===== config.mk =====
export PLATFORM = sky130hd
export DESIGN_NAME = uart_rx_frame_ctrl_flat
export DESIGN_NICKNAME = d
export VERILOG_FILES = /design/src/rtl/uart_rx_pkg.sv /design/src/rtl/uart_rx_frame_ctrl_if.sv /design/src/rtl/uart_rx_edge_bit_cnt.sv /design/src/rtl/uart_rx_frame_ctrl.sv /design/src/flat_wrapper.sv
export SDC_FILE = /design/constraint.sdc
export NUM_CORES = 1
export LEC_CHECK = 0
export CAP_MARGIN = 10
export CELL_PAD_IN_SITES_DETAIL_PLACEMENT = 0
export CELL_PAD_IN_SITES_GLOBAL_PLACEMENT = 2
export CORE_MARGIN = 2
export CORE_UTILIZATION = 32
export CTS_CLUSTER_SIZE = 25
export DETAILED_ROUTE_END_ITERATION = 8
export PLACE_DENSITY_LB_ADDON = 0.1
export RECOVER_POWER = 25
export SYNTH_ARGS = -nofsm -noshare
export SYNTH_HDL_FRONTEND = slang
export SYNTH_SLANG_ARGS = --single-unit
export TNS_END_PERCENT = 30

===== constraint.sdc =====
create_clock -name clk -period 2.35 [get_ports clk]
set_input_delay 0.47 -clock clk [delete_from_list [all_inputs] [get_ports clk]]
set_output_delay 0.47 -clock clk [all_outputs]
set_load 0.02 [all_outputs]

===== src/rtl/uart_rx_pkg.sv =====
// Shared types and constants for the UART receive frame controller.
package uart_rx_pkg;

    typedef enum logic [2:0] {
        IDLE   = 3'd0,
        START  = 3'd1,
        DATA   = 3'd2,
        PARITY = 3'd3,
        STOP   = 3'd4
    } rx_state_e;

    localparam logic [5:0] PRESCALE_8  = 6'd8;
    localparam logic [5:0] PRESCALE_16 = 6'd16;
    localparam logic [5:0] PRESCALE_32 = 6'd32;

    localparam logic PAR_EVEN = 1'b0;
    localparam logic PAR_ODD  = 1'b1;

endpackage


===== src/rtl/uart_rx_frame_ctrl_if.sv =====
// Link between the frame controller, its majority-vote sampler and the word consumer.
interface uart_rx_frame_ctrl_if #(
    parameter int unsigned DATA_WIDTH = 8,
    parameter int unsigned EDGE_W     = 5
);
    logic                  data_samp_en;
    logic [EDGE_W-1:0]     edge_cnt;
    logic                  sampled_bit;
    logic [DATA_WIDTH-1:0] P_DATA;
    logic                  data_valid;
    logic                  par_err;
    logic                  stp_err;

    modport master (
        output data_samp_en, edge_cnt, P_DATA, data_valid, par_err, stp_err,
        input  sampled_bit
    );

    modport slave (
        input  data_samp_en, edge_cnt, P_DATA, data_valid, par_err, stp_err,
        output sampled_bit
    );
endinterface


===== src/rtl/uart_rx_edge_bit_cnt.sv =====
// Per-bit edge counter and frame bit counter; be strobes on the last clock of each bit.
module uart_rx_edge_bit_cnt #(
    parameter int unsigned EDGE_W = 5,
    parameter int unsigned BIT_W  = 3
) (
    input  logic              clk,
    input  logic              ARSTn,
    input  logic              en,
    input  logic [EDGE_W-1:0] last_edge,
    input  logic              bit_clr,
    input  logic              bit_inc,
    output logic [EDGE_W-1:0] edge_cnt,
    output logic [BIT_W-1:0]  bit_cnt,
    output logic              be
);
    logic [EDGE_W-1:0] edge_cnt_q, edge_cnt_d;
    logic [BIT_W-1:0]  bit_cnt_q, bit_cnt_d;

    always_comb begin
        be         = en && (edge_cnt_q == last_edge);
        edge_cnt_d = edge_cnt_q + EDGE_W'(1);
        if (!en || be) begin
            edge_cnt_d = '0;
        end
        bit_cnt_d = bit_cnt_q;
        if (bit_clr) begin
            bit_cnt_d = '0;
        end else if (bit_inc) begin
            bit_cnt_d = bit_cnt_q + BIT_W'(1);
        end
    end

    always_ff @(posedge clk or negedge ARSTn) begin
        if (!ARSTn) begin
            edge_cnt_q <= '0;
            bit_cnt_q  <= '0;
        end else begin
            edge_cnt_q <= edge_cnt_d;
            bit_cnt_q  <= bit_cnt_d;
        end
    end

    assign edge_cnt = edge_cnt_q;
    assign bit_cnt  = bit_cnt_q;

endmodule


===== src/rtl/uart_rx_frame_ctrl.sv =====
// UART receive frame controller: start detect, sampler timing, LSB-first deserialise,
// parity/stop checking and a one-cycle data_valid pulse for each good word.
module uart_rx_frame_ctrl
    import uart_rx_pkg::*;
#(
    parameter int unsigned DATA_WIDTH = 8,
    parameter int unsigned EDGE_W     = 5
) (
    input  logic                 clk,
    input  logic                 ARSTn,
    input  logic                 RX_IN,
    input  logic [5:0]           prescale,
    input  logic                 PAR_EN,
    input  logic                 PAR_TYP,
    uart_rx_frame_ctrl_if.master rx_if
);
    localparam int unsigned BIT_W = $clog2(DATA_WIDTH);

    rx_state_e             state_q, state_d;
    logic [5:0]            prescale_l_q, prescale_l_d;
    logic                  par_en_q, par_en_d;
    logic                  par_typ_q, par_typ_d;
    logic [DATA_WIDTH-1:0] shreg_q, shreg_d;
    logic [DATA_WIDTH-1:0] p_data_q, p_data_d;
    logic                  data_valid_q, data_valid_d;
    logic                  par_err_q, par_err_d;
    logic                  stp_err_q, stp_err_d;

    logic                  be;
    logic                  bit_clr;
    logic                  bit_inc;
    logic                  last_bit;
    logic                  sampled_bit;
    logic                  samp_en;
    logic [EDGE_W-1:0]     last_edge;
    logic [EDGE_W-1:0]     edge_cnt;
    logic [BIT_W-1:0]      bit_cnt;

    assign sampled_bit = rx_if.sampled_bit;
    assign last_edge   = EDGE_W'(prescale_l_q - 6'd1);
    assign last_bit    = (bit_cnt == BIT_W'(DATA_WIDTH - 1));

    uart_rx_edge_bit_cnt #(
        .EDGE_W (EDGE_W),
        .BIT_W  (BIT_W)
    ) u_cnt (
        .clk       (clk),
        .ARSTn     (ARSTn),
        .en        (samp_en),
        .last_edge (last_edge),
        .bit_clr   (bit_clr),
        .bit_inc   (bit_inc),
        .edge_cnt  (edge_cnt),
        .bit_cnt   (bit_cnt),
        .be        (be)
    );

    always_ff @(posedge clk or negedge ARSTn) begin
        if (!ARSTn) begin
            state_q <= IDLE;
        end else begin
            state_q <= state_d;
        end
    end

    always_comb begin
        state_d = state_q;
        unique case (state_q)
            IDLE:    if (!RX_IN) state_d = START;
            START:   if (be) state_d = sampled_bit ? IDLE : DATA;
            DATA:    if (be && last_bit) state_d = par_en_q ? PARITY : STOP;
            PARITY:  if (be) state_d = STOP;
            STOP:    if (be) state_d = IDLE;
            default: state_d = IDLE;
        endcase
    end

    always_comb begin
        samp_en      = (state_q != IDLE);
        prescale_l_d = prescale_l_q;
        par_en_d     = par_en_q;
        par_typ_d    = par_typ_q;
        shreg_d      = shreg_q;
        p_data_d     = p_data_q;
        data_valid_d = 1'b0;
        par_err_d    = par_err_q;
        stp_err_d    = stp_err_q;
        bit_clr      = 1'b0;
        bit_inc      = 1'b0;
        unique case (state_q)
            IDLE: begin
                // Frame config and error flags are only touched when a new start bit is seen.
                if (!RX_IN) begin
                    prescale_l_d = prescale;
                    par_en_d     = PAR_EN;
                    par_typ_d    = PAR_TYP;
                    par_err_d    = 1'b0;
                    stp_err_d    = 1'b0;
                end
            end
            START: begin
                if (be) bit_clr = 1'b1;
            end
            DATA: begin
                if (be) begin
                    shreg_d[bit_cnt] = sampled_bit;
                    bit_inc          = !last_bit;
                end
            end
            PARITY: begin
                if (be) par_err_d = sampled_bit != ((^shreg_q) ^ (par_typ_q == PAR_ODD));
            end
            STOP: begin
                if (be) begin
                    stp_err_d = ~sampled_bit;
                    if (sampled_bit && !par_err_q) begin
                        p_data_d     = shreg_q;
                        data_valid_d = 1'b1;
                    end
                end
            end
            default: ;
        endcase
    end

    always_ff @(posedge clk or negedge ARSTn) begin
        if (!ARSTn) begin
            prescale_l_q <= PRESCALE_8;
            par_en_q     <= 1'b0;
            par_typ_q    <= PAR_EVEN;
            shreg_q      <= '0;
            p_data_q     <= '0;
            data_valid_q <= 1'b0;
            par_err_q    <= 1'b0;
            stp_err_q    <= 1'b0;
        end else begin
            prescale_l_q <= prescale_l_d;
            par_en_q     <= par_en_d;
            par_typ_q    <= par_typ_d;
            shreg_q      <= shreg_d;
            p_data_q     <= p_data_d;
            data_valid_q <= data_valid_d;
            par_err_q    <= par_err_d;
            stp_err_q    <= stp_err_d;
        end
    end

    assign rx_if.data_samp_en = samp_en;
    assign rx_if.edge_cnt     = edge_cnt;
    assign rx_if.P_DATA       = p_data_q;
    assign rx_if.data_valid   = data_valid_q;
    assign rx_if.par_err      = par_err_q;
    assign rx_if.stp_err      = stp_err_q;

endmodule


===== src/flat_wrapper.sv =====
// flat-port wrapper written by rule: the top's interface ports become plain ports
module uart_rx_frame_ctrl_flat import uart_rx_pkg::*;
#(
    parameter int unsigned DATA_WIDTH = 8,
    parameter int unsigned EDGE_W     = 5
)
  (clk, ARSTn, RX_IN, prescale, PAR_EN, PAR_TYP, rx_if_data_samp_en, rx_if_edge_cnt, rx_if_P_DATA, rx_if_data_valid, rx_if_par_err, rx_if_stp_err, rx_if_sampled_bit);
  uart_rx_frame_ctrl_if #(.DATA_WIDTH(DATA_WIDTH), .EDGE_W(EDGE_W)) rx_if_i ();
  input  logic clk;
  input  logic ARSTn;
  input  logic RX_IN;
  input  logic [5:0] prescale;
  input  logic PAR_EN;
  input  logic PAR_TYP;
  output wire logic [$bits(rx_if_i.data_samp_en)-1:0] rx_if_data_samp_en;
  output wire logic [$bits(rx_if_i.edge_cnt)-1:0] rx_if_edge_cnt;
  output wire logic [$bits(rx_if_i.P_DATA)-1:0] rx_if_P_DATA;
  output wire logic [$bits(rx_if_i.data_valid)-1:0] rx_if_data_valid;
  output wire logic [$bits(rx_if_i.par_err)-1:0] rx_if_par_err;
  output wire logic [$bits(rx_if_i.stp_err)-1:0] rx_if_stp_err;
  input wire logic [$bits(rx_if_i.sampled_bit)-1:0] rx_if_sampled_bit;
  assign rx_if_data_samp_en = rx_if_i.data_samp_en;
  assign rx_if_edge_cnt = rx_if_i.edge_cnt;
  assign rx_if_P_DATA = rx_if_i.P_DATA;
  assign rx_if_data_valid = rx_if_i.data_valid;
  assign rx_if_par_err = rx_if_i.par_err;
  assign rx_if_stp_err = rx_if_i.stp_err;
  assign rx_if_i.sampled_bit = rx_if_sampled_bit;
  uart_rx_frame_ctrl #(.DATA_WIDTH(DATA_WIDTH), .EDGE_W(EDGE_W)) u_core (.clk(clk), .ARSTn(ARSTn), .RX_IN(RX_IN), .prescale(prescale), .PAR_EN(PAR_EN), .PAR_TYP(PAR_TYP), .rx_if(rx_if_i));
endmodule

Word level (Yosys, flattened, before mapping)
Cells that the tools add are included.
W data, S select, Z words.
{"block": "op_classes", "n_eq_ne": 12, "order_cmp": 2, "mux": 26, "addsub": 3, "n_bitwise": 3, "reduce_logical": 20}
{"cell": "$mux W3", "count": 8}
{"cell": "$pmux W3 S5", "count": 1}
{"cell": "$mux W1", "count": 11}
{"cell": "$reduce_and A3 Y1", "count": 3}
{"cell": "$bwmux W8", "count": 1}
{"cell": "$ne A2 B1 Y1 const B", "count": 4}
{"cell": "$reduce_xor A8 Y1", "count": 1}
{"cell": "$eq A3 B2 Y1 const B", "count": 2}
{"cell": "$eq A3 B3 Y1 const B", "count": 2}
{"cell": "$reduce_bool A2 Y1", "count": 3}
{"cell": "$add A5 B1 Y5 const B", "count": 1}
{"cell": "$eq A5 B5 Y1", "count": 1}
{"cell": "$mux W5", "count": 1}
{"cell": "$reduce_and A5 Y1", "count": 1}
{"cell": "$sub A5 B1 Y5 const B", "count": 1}
{"cell": "$logic_and A1 B1 Y1", "count": 4}
{"cell": "$lt A3 B4 Y1 const B", "count": 1}
{"cell": "$pmux W1 S2", "count": 2}
{"cell": "$reduce_and A2 Y1", "count": 2}
{"cell": "$add A3 B1 Y3 const B", "count": 1}
{"cell": "$demux W1 S3", "count": 1}
{"cell": "$eq A3 B1 Y1 const B", "count": 1}
{"cell": "$ge A3 B1 Y1 const B", "count": 1}
{"cell": "$logic_not A1 Y1", "count": 3}
{"cell": "other kinds (8)", "count": 9}
{"block": "totals", "inputBits": 12, "ff_bits": 37}

Logic depth before layout (Yosys ltp)
{"block": "depth", "depth_word": 7, "mapped_depth": 9, "ltp_nobuf": 7}

By module
From an unflattened synthesis, not the netlist that was laid out.
{"block": "unflattened", "hier_cells": 164, "area_unflattened_um2": 1955.6}
{"mod": "uart_rx_frame_ctrl", "area_each_um2": 1534.0, "instances": 1, "seq_area_each_um2": 726.9, "cells_per_inst": 127}
{"mod": "uart_rx_edge_bit_cnt", "area_each_um2": 421.7, "instances": 1, "seq_area_each_um2": 200.2, "cells_per_inst": 37}

Worst setup path after synthesis
No wires, ideal clock.
{"block": "synth_timing", "path_type": "register to register", "startpoint": "register u_core.prescale_l_q[0]", "endpoint": "register u_core.p_data_q[0], in the netlist u_core.rx_if.P_DATA[0]", "stages_incl_launch_ff": 9, "arrival_ns": 2.149, "slack_ns": 0.076, "setup_ns": 0.125, "synth_period_minus_slack_ns": 2.274, "required_time_ns": 2.225, "path_cell_list": "dfrtp_1 > inv_1 > ha_1 > xnor2_1 > a211oi_2 > o211ai_1 > or4b_1 > buf_4 > mux2_4"}
{"block": "synth_via", "elab_chain_cells": 4}
{"element": "from (decl)", "line_no": "uart_rx_frame_ctrl.sv:20", "rtl": "logic [5:0] prescale_l_q, prescale_l_d;"}
{"element": "from (signal assigned)", "line_no": "uart_rx_frame_ctrl.sv:137", "rtl": "prescale_l_q <= prescale_l_d;"}
{"element": "$sub A5 B1 Y5", "line_no": "uart_rx_frame_ctrl.sv:40", "rtl": "assign last_edge = EDGE_W'(prescale_l_q - 6'd1);"}
{"element": "$eq A5 B5 Y1", "line_no": "uart_rx_edge_bit_cnt.sv:20", "rtl": "be = en && (edge_cnt_q == last_edge);"}
{"element": "$logic_and A1 B1 Y1", "line_no": "uart_rx_edge_bit_cnt.sv:20"}
{"element": "$reduce_and A3 Y1 (no line)"}
{"element": "to (signal assigned)", "line_no": "uart_rx_frame_ctrl.sv:141", "rtl": "p_data_q <= p_data_d;"}
{"element": "to (decl)", "line_no": "uart_rx_frame_ctrl.sv:24", "rtl": "logic [DATA_WIDTH-1:0] p_data_q, p_data_d;"}
No other way between the ends.
A chain may end at the register's enable or synchronous reset.

Worst setup path after layout
{"block": "layout_timing", "startpoint": "register u_core.prescale_l_q[0]", "endpoint": "register u_core.p_data_q[5], in the netlist u_core.rx_if.P_DATA[5]"}
Same word-level chain as after synthesis.

==> out/qor.csv <==
metric,value,unit
1st-iter DRT viols,51,
Clock Skew,7.73,ps
vias in the first global route,1378,
Maximum Capacitance Violations,1,
clock root cell,clkbuf_8,
failing checks,"capacitance limit, slew limit",
die outline width,80.3,um
min Tclk post-route,2320,ps
# rows,27,
crit path kind,flip-flop to flip-flop,
Critical path origin,u_core.prescale_l_q[0],
Yosys top cell area share,0.483,
period utilization,0.987,
Antenna diodes,0,
antenna-violating nets left,0,
Hold Path Class,flip-flop to flip-flop,
"Max FO, Critical Path",5,
DR vias/cell,4.69,
post-synth net total,175,
routed len/inst,14.2,um
drt total wl,4020,um
"Avg Cell Area, Syn",11.7,um2
DIE AREA,0.00645,mm2
Synth area leaders,"dfrtp_1, mux2_2, mux2_4",
Non-Filler Instances,282,
GR Layer Usage met3,0.0382,
number of flops mapped to enable cells by yosys,0,
Synth Flop Type,dfrtp_1,
area grow syn2layout,36.2,%
Setup TNS,0,ps
PortBufs,27,
TritonCTS clock tree,yes,
met2 track demand over resource,0.225,
"Distinct cells, synth",40,
number of buffers created by CTS,5,
router iterations before antenna repair,4,
element type at the critical path end,flip-flop,
Post-DP HPWL,2920,um
FMAX,431,MHz
Longest Clk Path Bufs,2,
Pwr Total,2.80,mW
largest net degree at the start of global routing,38,
met1 usage,0.182,
CTS sink cnt,37,
share of the core filled with cells,0.456,
Pwr Density,1100,mW/mm2
first-pass GRT wire length,6820,um
Min-Delay Startpoint,u_core.rx_if.P_DATA[0],
starting density of the core,0.334,
DR vias,1323,
initial antenna violation count,0,
Die Span Y,80.3,um
synthesis-stage register bit count,37,
yosys synthesis warning count,0,
Mapped Area,0.00186,mm2
gr ovfl total,0,
placed cells,268,
GR Util All Layers,0.139,
final net count,225,
status,finished with violations,
Pleak,1.14,nW
"Slew Viols, Final",38,
Post-route DRC,0,
relative slew slack,-0.340,
final number of hold-violating endpoints,0,
global routing's busiest layer,met2,
largest area contributor in the netlist,dfrtp_1,
RSZ-0062 raised after global routing,true,
CTS HTree Levels,2,
Reg-to-Reg Start,u_core.prescale_l_q[0],
CTS Hold Bufs,0,
critical path arrival,2500,ps
core footprint,0.00557,mm2
Worst Tran Pin Value,2010,ps
sequential area share after synthesis,0.497,
clock insertion delay at the later pin of the skew report,290,ps
VDD IR max,0.678,mV
Fill cells,537,
endpoints failing setup,0,
GPL Wtd Cong,0.793,
Worst EP required,2530,ps
Critical Path Source Type,flip-flop,
Ports,29,
clock transition at the registers of the reported paths,80,ps
Synth Instances,159,
asr flop ratio synth,1.00,
share of cells above drive strength 1,0.295,
## worst max-delay path, stage by stage (launching register included)
cell	delay, ps
dfrtp_1	400
inv_2	80
ha_4	200
xnor2_1	120
a211oi_2	180
o211ai_1	180
or4b_4	580
buf_6	160
mux2_4	290
## per-stage QoR
| step | worst slack [ps] | hold slack [ps] | instance area, um2 |
|---|---|---|---|
| after floorplan | 75.6 | 174 | 1860 |
| after global placement | -40.7 | 496 | 2310 |
| after detailed placement | -72.8 | 501 | 2310 |
| after CTS | -2.59 | 304 | 2490 |
| after global routing | -37.0 | 538 | 2540 |
| final | 30.4 | 515 | 2540 |
## registers in the layout (all words and copies together) (netlist names)
name                     count
u_core.u_cnt.bit_cnt         3
u_core.par_en_q              1
u_core.shreg_q               8
u_core.rx_if.par_err         1
u_core.rx_if.stp_err         1
u_core.u_cnt.edge_cnt        5
u_core.prescale_l_q          5
u_core.par_typ_q             1
u_core.state_q               3
u_core.rx_if.data_valid      1
u_core.rx_if.P_DATA          8
## cell families after synthesis
| family | share of synthesized area |
|---|---|
| DFF | 0.497 |
| AOI/OAI and AO/OA | 0.0846 |
| buffers and inverters | 0.0289 |
| xor gates and xnor gates | 0.0846 |
| and+or+nand+nor | 0.124 |
| muxes | 0.154 |
| adders and majority gates | 0.0268 |
## cell usage after synthesis, types with 2 or more instances
cell and count:
a22o_1 2, clkbuf_1 3, dfrtp_1 36, ha_1 4
inv_1 8, mux2_2 14, mux2_4 8, nand2_1 10
nand2b_1 3, nand3_1 3, nor2_1 10, nor3_1 4
nor4_1 6, o21ai_0 4, o221ai_1 2, o31ai_1 2
xnor2_1 13, xor2_1 5
## power breakdown
group	internal (mW)	leakage, nW	switching (mW)	total, mW
registers	0.776	0.496	0.155	0.931
clock network	0.427	0.0687	0.245	0.672
logic	0.625	0.572	0.568	1.19
total	1.83	1.14	0.967	2.80
## metal layers
layer / vias up / routed length (um)
met5: - / 0
met4: 0 / 54
met3: 6 / 148
met2: 23 / 1860
met1: 630 / 1950
li1: 664 / -
## timing repair
action / CTS / global route
gates resized for setup: 7 / 6
setup buffers: 2 / 3
endpoints found under the setup margin: 13 / 15
gates cloned: 1 / 0
pin swaps: 3 / 2
## final cells by class
class / instances / area, um2 / share of cell area
flip-flops and latches: 37 / 927 / 0.365
multi-input cells: 109 / 926 / 0.365
repair buffers: 48 / 429 / 0.169
well taps: 72 / 90.1 / 0.0355
clock buffers: 5 / 68.8 / 0.0271
clock inverters: 3 / 68.8 / 0.0271
inverters: 8 / 30.0 / 0.0118
## layout by cell type, fill, tap and decap left out, drive strengths merged, types with 2 or more instances in the layout
cell | synthesis | routed
dfrtp | 36 | 36
bufinv | 0 | 2
nand2b | 3 | 3
clkbuf | 3 | 6
o31ai | 2 | 2
buf | 2 | 21
nor2 | 10 | 10
mux2 | 22 | 22
xor2 | 5 | 5
o21ai | 4 | 4
xnor2 | 13 | 13
a22o | 2 | 2
nor3 | 4 | 4
nor4 | 6 | 6
o221ai | 2 | 2
inv | 8 | 9
nand3 | 3 | 3
a211oi | 2 | 2
nand2 | 10 | 10
ha | 4 | 4
clkdlybuf4s50 | 0 | 26
## path summary, 6_finish.rpt
kind | to | slack [ps] | cells after the start
setup / recovery | u_core.rx_if.P_DATA[5] | 30 | 8
hold / removal | u_core.rx_if.P_DATA[0] | 520 | 1
setup reg to reg | u_core.rx_if.P_DATA[5] | 30 | 8
hold reg to reg | u_core.rx_if.P_DATA[0] | 520 | 1
max in group asynchronous | u_core.state_q[0] | 460 | 1
min in group asynchronous | u_core.prescale_l_q[2] | 730 | 1
Power figures use the tool's default switching activity.
